`config.mk`:
```
export PLATFORM = sky130hd
export DESIGN_NAME = csa_pipe_addsub
export DESIGN_NICKNAME = d
export VERILOG_FILES = /design/src/rtl/csa_pipe_addsub.sv
export SDC_FILE = /design/constraint.sdc
export NUM_CORES = 1
export LEC_CHECK = 0
export CAP_MARGIN = 20
export CELL_PAD_IN_SITES_DETAIL_PLACEMENT = 1
export CELL_PAD_IN_SITES_GLOBAL_PLACEMENT = 2
export CORE_ASPECT_RATIO = 0.6
export CORE_MARGIN = 2
export CORE_UTILIZATION = 36
export DETAILED_ROUTE_END_ITERATION = 16
export GPL_TIMING_DRIVEN = 1
export PLACE_DENSITY_LB_ADDON = 0.12
export SETUP_SLACK_MARGIN = 0.02
export SLEW_MARGIN = 20
export SYNTH_ARGS = -nofsm -noshare
export SYNTH_HDL_FRONTEND = slang
export SYNTH_SLANG_ARGS = --single-unit
```
`constraint.sdc`:
```
create_clock -name clock -period 10.7 [get_ports clock]
set_input_delay 1.07 -clock clock [delete_from_list [all_inputs] [get_ports clock]]
set_output_delay 1.07 -clock clock [all_outputs]
set_load 0.05 [all_outputs]
```
`src/rtl/csa_pipe_addsub.sv`:
```
// csa_pipe_addsub
//   Pipelined carry-select adder/subtractor. Operands are cut into SEG-bit
//   segments. Each segment forms its sum for carry-in 0 and carry-in 1 in
//   parallel, and the incoming carry picks one of the two. A register
//   boundary follows every SEGS_PER_STAGE segments, which gives
//   STAGES = WIDTH/(SEG*SEGS_PER_STAGE) stages. Valid/ready on both sides
//   absorb downstream stalls. The pipeline holds at most STAGES beats.
//
//   WIDTH must be a multiple of SEG*SEGS_PER_STAGE.
//
//   Optional feature: define CSA_PIPE_SAT_EN to honour in_sat, which clamps
//   a signed overflow to the most positive or most negative value. Without
//   the macro, in_sat is ignored and no clamp logic is built.
//
// Ports
//   clock      rising-edge clock
//   reset      synchronous, active-high
//   in_valid   operand beat present
//   in_ready   beat accepted this cycle (combinational from out_ready)
//   in_a/in_b  operands
//   in_sub     0: A+B, 1: A-B
//   in_sat     request signed saturation (CSA_PIPE_SAT_EN only)
//   out_valid  result beat present
//   out_ready  consumer accepts the result
//   out_sum    result
//   out_cout   carry out of MSB (subtraction: 1 = no borrow)
//   out_ovf    signed overflow
//   out_zero   out_sum == 0
module csa_pipe_addsub #(
  parameter int WIDTH          = 32,
  parameter int SEG            = 8,
  parameter int SEGS_PER_STAGE = 2
) (
  input  logic             clock,
  input  logic             reset,
  input  logic             in_valid,
  output logic             in_ready,
  input  logic [WIDTH-1:0] in_a,
  input  logic [WIDTH-1:0] in_b,
  input  logic             in_sub,
  input  logic             in_sat,
  output logic             out_valid,
  input  logic             out_ready,
  output logic [WIDTH-1:0] out_sum,
  output logic             out_cout,
  output logic             out_ovf,
  output logic             out_zero
);

  localparam int SW     = SEG * SEGS_PER_STAGE;
  localparam int STAGES = WIDTH / SW;
  localparam int LAST   = STAGES - 1;

  // Stage k registers hold the beat after stage k has resolved its slice.
  // Operand bits travel with the beat; b_q holds the already-inverted B.
  logic [STAGES-1:0] valid_q;
  logic [WIDTH-1:0]  a_q   [STAGES];
  logic [WIDTH-1:0]  b_q   [STAGES];
  logic [WIDTH-1:0]  sum_q [STAGES];
  logic [STAGES-1:0] c_q;
  logic [STAGES-1:0] sat_q;
  logic              ovf_q;
  logic              zero_q;

  // Stage inputs: stage 0 from the ports, stage k from register k-1.
  logic [WIDTH-1:0]  a_src   [STAGES];
  logic [WIDTH-1:0]  b_src   [STAGES];
  logic [WIDTH-1:0]  s_src   [STAGES];
  logic [STAGES-1:0] c_src;
  logic [STAGES-1:0] sat_src;
  logic [STAGES-1:0] v_src;

  logic [WIDTH-1:0]  sum_d [STAGES];
  logic [STAGES-1:0] c_d;
  logic              ovf_d;
  logic              zero_d;
  logic [STAGES-1:0] take;

  always_comb begin
    a_src[0]   = in_a;
    b_src[0]   = in_sub ? ~in_b : in_b;
    s_src[0]   = '0;
    c_src[0]   = in_sub;
    sat_src[0] = in_sat;
    v_src[0]   = in_valid;
    for (int k = 1; k < STAGES; k++) begin
      a_src[k]   = a_q[k-1];
      b_src[k]   = b_q[k-1];
      s_src[k]   = sum_q[k-1];
      c_src[k]   = c_q[k-1];
      sat_src[k] = sat_q[k-1];
      v_src[k]   = valid_q[k-1];
    end
  end

  // Stage k loads when it is empty or its content moves on this cycle.
  // Evaluated from the output end so a full pipeline advances in lockstep.
  always_comb begin
    take       = '0;
    take[LAST] = ~valid_q[LAST] | out_ready;
    for (int k = LAST - 1; k >= 0; k--) begin
      take[k] = ~valid_q[k] | take[k+1];
    end
  end

  assign in_ready = take[0];

  always_comb begin
    logic [WIDTH-1:0] s;
    logic             c;
    logic [SEG-1:0]   sa;
    logic [SEG-1:0]   sb;
    logic [SEG:0]     r0;
    logic [SEG:0]     r1;
    logic [SEG:0]     r;
    logic             cin_msb;
    s       = '0;
    c       = 1'b0;
    sa      = '0;
    sb      = '0;
    r0      = '0;
    r1      = '0;
    r       = '0;
    cin_msb = 1'b0;
    c_d     = '0;
    for (int k = 0; k < STAGES; k++) begin
      s = s_src[k];
      c = c_src[k];
      for (int j = 0; j < SEGS_PER_STAGE; j++) begin
        sa = a_src[k][k*SW + j*SEG +: SEG];
        sb = b_src[k][k*SW + j*SEG +: SEG];
        r0 = {1'b0, sa} + {1'b0, sb};
        r1 = {1'b0, sa} + {1'b0, sb} + {{SEG{1'b0}}, 1'b1};
        // The lowest segment sees the true carry-in directly; all others select.
        if (k == 0 && j == 0) begin
          r = {1'b0, sa} + {1'b0, sb} + {{SEG{1'b0}}, c};
        end else begin
          r = c ? r1 : r0;
        end
        s[k*SW + j*SEG +: SEG] = r[SEG-1:0];
        c = r[SEG];
      end
      sum_d[k] = s;
      c_d[k]   = c;
    end

    // Carry into the MSB recovered from the MSB sum bit: s = a ^ b ^ cin.
    cin_msb = a_src[LAST][WIDTH-1] ^ b_src[LAST][WIDTH-1] ^ sum_d[LAST][WIDTH-1];
    ovf_d   = cin_msb ^ c_d[LAST];
`ifdef CSA_PIPE_SAT_EN
    if (sat_src[LAST] && ovf_d) begin
      sum_d[LAST] = a_src[LAST][WIDTH-1] ? {1'b1, {(WIDTH-1){1'b0}}}
                                         : {1'b0, {(WIDTH-1){1'b1}}};
    end
`endif
    zero_d = (sum_d[LAST] == '0);
  end

  always_ff @(posedge clock) begin
    if (reset) begin
      valid_q <= '0;
      c_q     <= '0;
      sat_q   <= '0;
      ovf_q   <= 1'b0;
      zero_q  <= 1'b0;
      for (int k = 0; k < STAGES; k++) begin
        a_q[k]   <= '0;
        b_q[k]   <= '0;
        sum_q[k] <= '0;
      end
    end else begin
      for (int k = 0; k < STAGES; k++) begin
        if (take[k]) begin
          valid_q[k] <= v_src[k];
          a_q[k]     <= a_src[k];
          b_q[k]     <= b_src[k];
          sum_q[k]   <= sum_d[k];
          c_q[k]     <= c_d[k];
          sat_q[k]   <= sat_src[k];
        end
      end
      if (take[LAST]) begin
        ovf_q  <= ovf_d;
        zero_q <= zero_d;
      end
    end
  end

  // Operands and the saturation request are consumed before the last register.
  logic unused_tail;
  assign unused_tail = ^{a_q[LAST], b_q[LAST], sat_q[LAST]};

  assign out_valid = valid_q[LAST];
  assign out_sum   = sum_q[LAST];
  assign out_cout  = c_q[LAST];
  assign out_ovf   = ovf_q;
  assign out_zero  = zero_q;

endmodule
```
==> impl_metrics.csv <==
group,metric,value,unit
critical_path,cp.required,10.80,ns
logic_synthesis,synth_warnings,0,
logic_synthesis,ys_seq_area_share,48.0,%
pwr,p_seq_share,40.4,%
critical_path,crit_family,"simple AND/OR/NAND/NOR gates",
cells_and_area,area_growth_syn_to_layout,29.6,%
floorplan,initial_utilization,36.5,%
logic_synthesis,synth-main-ff-cell,"edfxtp_1",
global_routing,grt_usage,16.3,%
placement,place_inst,771,
route,viasPerCell,4.86,
logic_synthesis,post_synth_inst_count,484,
sta,fin_setup_tns,0,ns
cells_and_area,ff_latch_area,2520,um^2
route,drtAntennaViolNets,0,
global_routing,antenna_found_initial,0,
route,dr.pass1.iters,4,
route,drt_iter0_drc,156,
logic_synthesis,async_reset_ff_share,0,%
global_routing,grt_pass1_wl,20100,um
clock_tree,hold_buffers,0,
run_status,status,"complete, no violations",
pwr,pwr-share-comb,29.9,%
route,wl_met1,6460,um
sta,worstMarginPinSlew,1.04,ns
cells_and_area,multi_input_comb_area,2620,um^2
route,drc_errors,0,
sta,finalHoldViolations,0,
critical_path,endpoint_kind,"flop",
clock_tree,clockBufferDepth,2,
critical_path,critPathKind,"reg -> reg",
global_routing,grt_max_degree,50,
pwr,peakVddDrop,0.0675,mV
sta,period_minus_slack,4.27,ns
logic_synthesis,synth-xor-area-share,13.5,%
logic_synthesis,synth_edf_count,80,
worst_hold_path,hp-class,"reg -> reg",
logic_synthesis,synth_top_family_by_area,"simple AND/OR/NAND/NOR gates",
placement,portBuffers,105,
pwr,p_sw_share,31.7,%
critical_path,crit_path_max_fanout,11,
cells_and_area,final_nets,692,
floorplan,dieHeight,97.5,um
sta,timing.final.crit_share,39.9,%
critical_path,path_common_cell,"ha_1",
logic_synthesis,syn-cell-area,5250,um^2
pwr,internal-power,725,uW
logic_synthesis,synthAdderAreaFrac,9.63,%
clock_tree,clk_latency,0.34,ns
floorplan,io_pins,107,
pwr,power.share.clock,29.7,%
critical_path,cp-start-kind,"flop",
job,cap_violations,0,
global_routing,overflow,0,
clock_tree,tritoncts,"yes",
clock_tree,cts_resized,0,
sta,maxSlewViolCount,0,
cells_and_area,drive_gt1_share,4.92,%
cells_and_area,nFillCells,1582,
critical_path,cp_slowest_stage_delay,0.79,ns
clock_tree,cts-buffers-inserted,9,
pwr,cellPowerDensity,156,nW/um^2
floorplan,die_w,160,um
logic_synthesis,yosys.area_share.simple,16.6,%
logic_synthesis,synth.avg_cell_area,10.8,um^2
clock_tree,clockRootBuffer,"clkbuf_16",
placement,gp_congestion,0.793,
route,vias,3824,
logic_synthesis,synth.area.mux_share,0.977,%
critical_path,critPathBufInv,0,
sta,setup_violations,0,
floorplan,fp.coreArea,14400,um^2
critical_path,critPathArrivalTime,4.37,ns
cells_and_area,fin_cells,787,
global_routing,grt_pass1_vias,3904,
placement,dpl.hpwl,9200,um
pwr,power_leakage,0.00270,uW
route,drt_wl_total,12500,um
logic_synthesis,postSynthRegisterBits,86,
sta,fmax,234,MHz
clock_tree,clk_pin_slew_worst_paths,0.07,ns
route,dr.max_layer_used,"met4",
cells_and_area,antenna_cells,0,
route,wire_per_inst,15.8,um
logic_synthesis,syn_nets,592,
route,met3_wirelength,410,um
critical_path,crit_chain,"ha_1 > fa_1 > ha_1 > nand2_1 > nor3b_2 > mux2i_1 > or4_1 > xor2_1 > o211ai_1 > and3b_1 > xnor2_1 > and2_1",
route,met2_length,5500,um
floorplan,rows,34,
floorplan,dieArea,15600,um^2
clock_tree,cts_sinks,86,
sta,grt_setup_unrepaired,"no",
critical_path,cp_slowest_cell,"xor2_1",
logic_synthesis,synth_cell_type_count,53,
sta,relSlewSlack,30.7,%
clock_tree,cts_htree_levels,3,
clock_tree,post-cts-setup-buffers,0,
sta,fin_skew,0.00819,ns
logic_synthesis,synth_compound_area_share,8.91,%
pwr,switchingPower,337,uW
==> worst paths after layout <==
check / start / end / slack (ns) / depth (start not counted)
setup / recovery: b_q[0][16] / sum_q[0][63] / 6.43 / 12
hold / removal: out_zero / out_zero / 0.48 / 2
hold reg to reg: out_zero / out_zero / 0.48 / 2
setup reg to reg: b_q[0][16] / sum_q[0][63] / 6.43 / 12
==> synthesized netlist by cell type (all sizes together) (8+ instances only) <==
master	number	area share (%)
inv	13	0.93
o21ai	14	1.3
nand2	21	1.5
clkbuf	12	0.86
and2	37	4.5
xnor2	44	7.3
a21o	9	1.3
ha	34	8.1
edfxtp	80	46
nor2	61	4.4
a21oi	23	2.2
xor2	37	6.2
nand3	8	0.76
==> layout by cell type (no fill, tap or decap), types with 3 or more instances in the layout <==
cell and count:
dfxtp_1 6, xor2_1 37, nor3_1 7, mux2i_1 4
clkdlybuf4s50_1 104, nor2_1 61, a21o_1 9, nor2b_1 3
nand2_1 21, clkbuf_16 9, o22ai_1 3, nand3_1 8
xnor2_1 44, a211oi_1 3, o21bai_1 4, buf_4 3
a21oi_1 22, ha_1 34, and2_1 36, or3_1 4
fa_1 4, edfxtp_1 80, nor4_1 5, nand4_1 5
and3_1 4, o21ai_0 12, inv_1 13
==> through the flow <==
| step | hold slack [ns] | utilization, % | worst slack [ns] | instance area [um^2] | total power (uW) |
|---|---|---|---|---|---|
| after detailed placement | 0.478 | 45.2 | 6.11 | 6500 | 756 |
| after floorplan | 0.486 | - | 6.82 | 5250 | 650 |
| final | 0.482 | 47.3 | 6.43 | 6800 | 1060 |
| after global placement | 0.468 | 45.2 | 6.16 | 6500 | 747 |
| after CTS | 0.488 | 47.3 | 6.43 | 6800 | 1070 |
| after global routing | 0.517 | 47.3 | 6.11 | 6800 | 1120 |
==> final cells by class <==
type | count | share of cell area [%]
flip-flops and latches | 86 | 37.1
clock inverters | 7 | 1.09
clock buffers | 9 | 3.31
repair buffers | 108 | 15.7
multi-input cells | 366 | 38.5
well taps | 198 | 3.64
inverters | 13 | 0.717
==> worst register-to-register path: cells and delay by family, from the launching register on <==
family / cells / cell delay, ns
AO/OA/AOI/OAI: 1 / 0.21
adder cells (fa/ha/maj): 3 / 0.99
AND/OR/NAND/NOR: 5 / 1.36
multiplexers: 1 / 0.15
XOR/XNOR: 2 / 0.95
flip-flops: 1 / 0.37
==> flip-flops by register name, summed over array words and instances (netlist names) <==
| register | cells |
|---|---|
| a_q | 16 |
| out_ovf | 1 |
| b_q | 16 |
| sum_q | 48 |
| c_q | 2 |
| valid_q | 2 |
| out_zero | 1 |
==> per-layer routing <==
metal	vias up	GRT usage (%)
li1	1907	-
met1	1840	23.7
met5	-	0
met4	0	3.74
met2	71	25.3
met3	6	3.20
==> cells by family after synthesis <==
family,Yosys count
and+or+nand+nor,170
DFF,86
xor gates and xnor gates,81
AOI/OAI and AO/OA,72
adders and majority gates,38
buffers and inverters,32
muxes,5
==> power groups by stage <==
stage,logic [uW],registers [uW],clock network (uW)
2_1_floorplan,157,492,0
3_3_place_gp,311,436,0
3_5_place_dp,318,437,0
4_1_cts,320,430,323
5_1_grt,346,434,337
6_report,318,429,316
No activity file was read; power rests on OpenSTA's default activity.
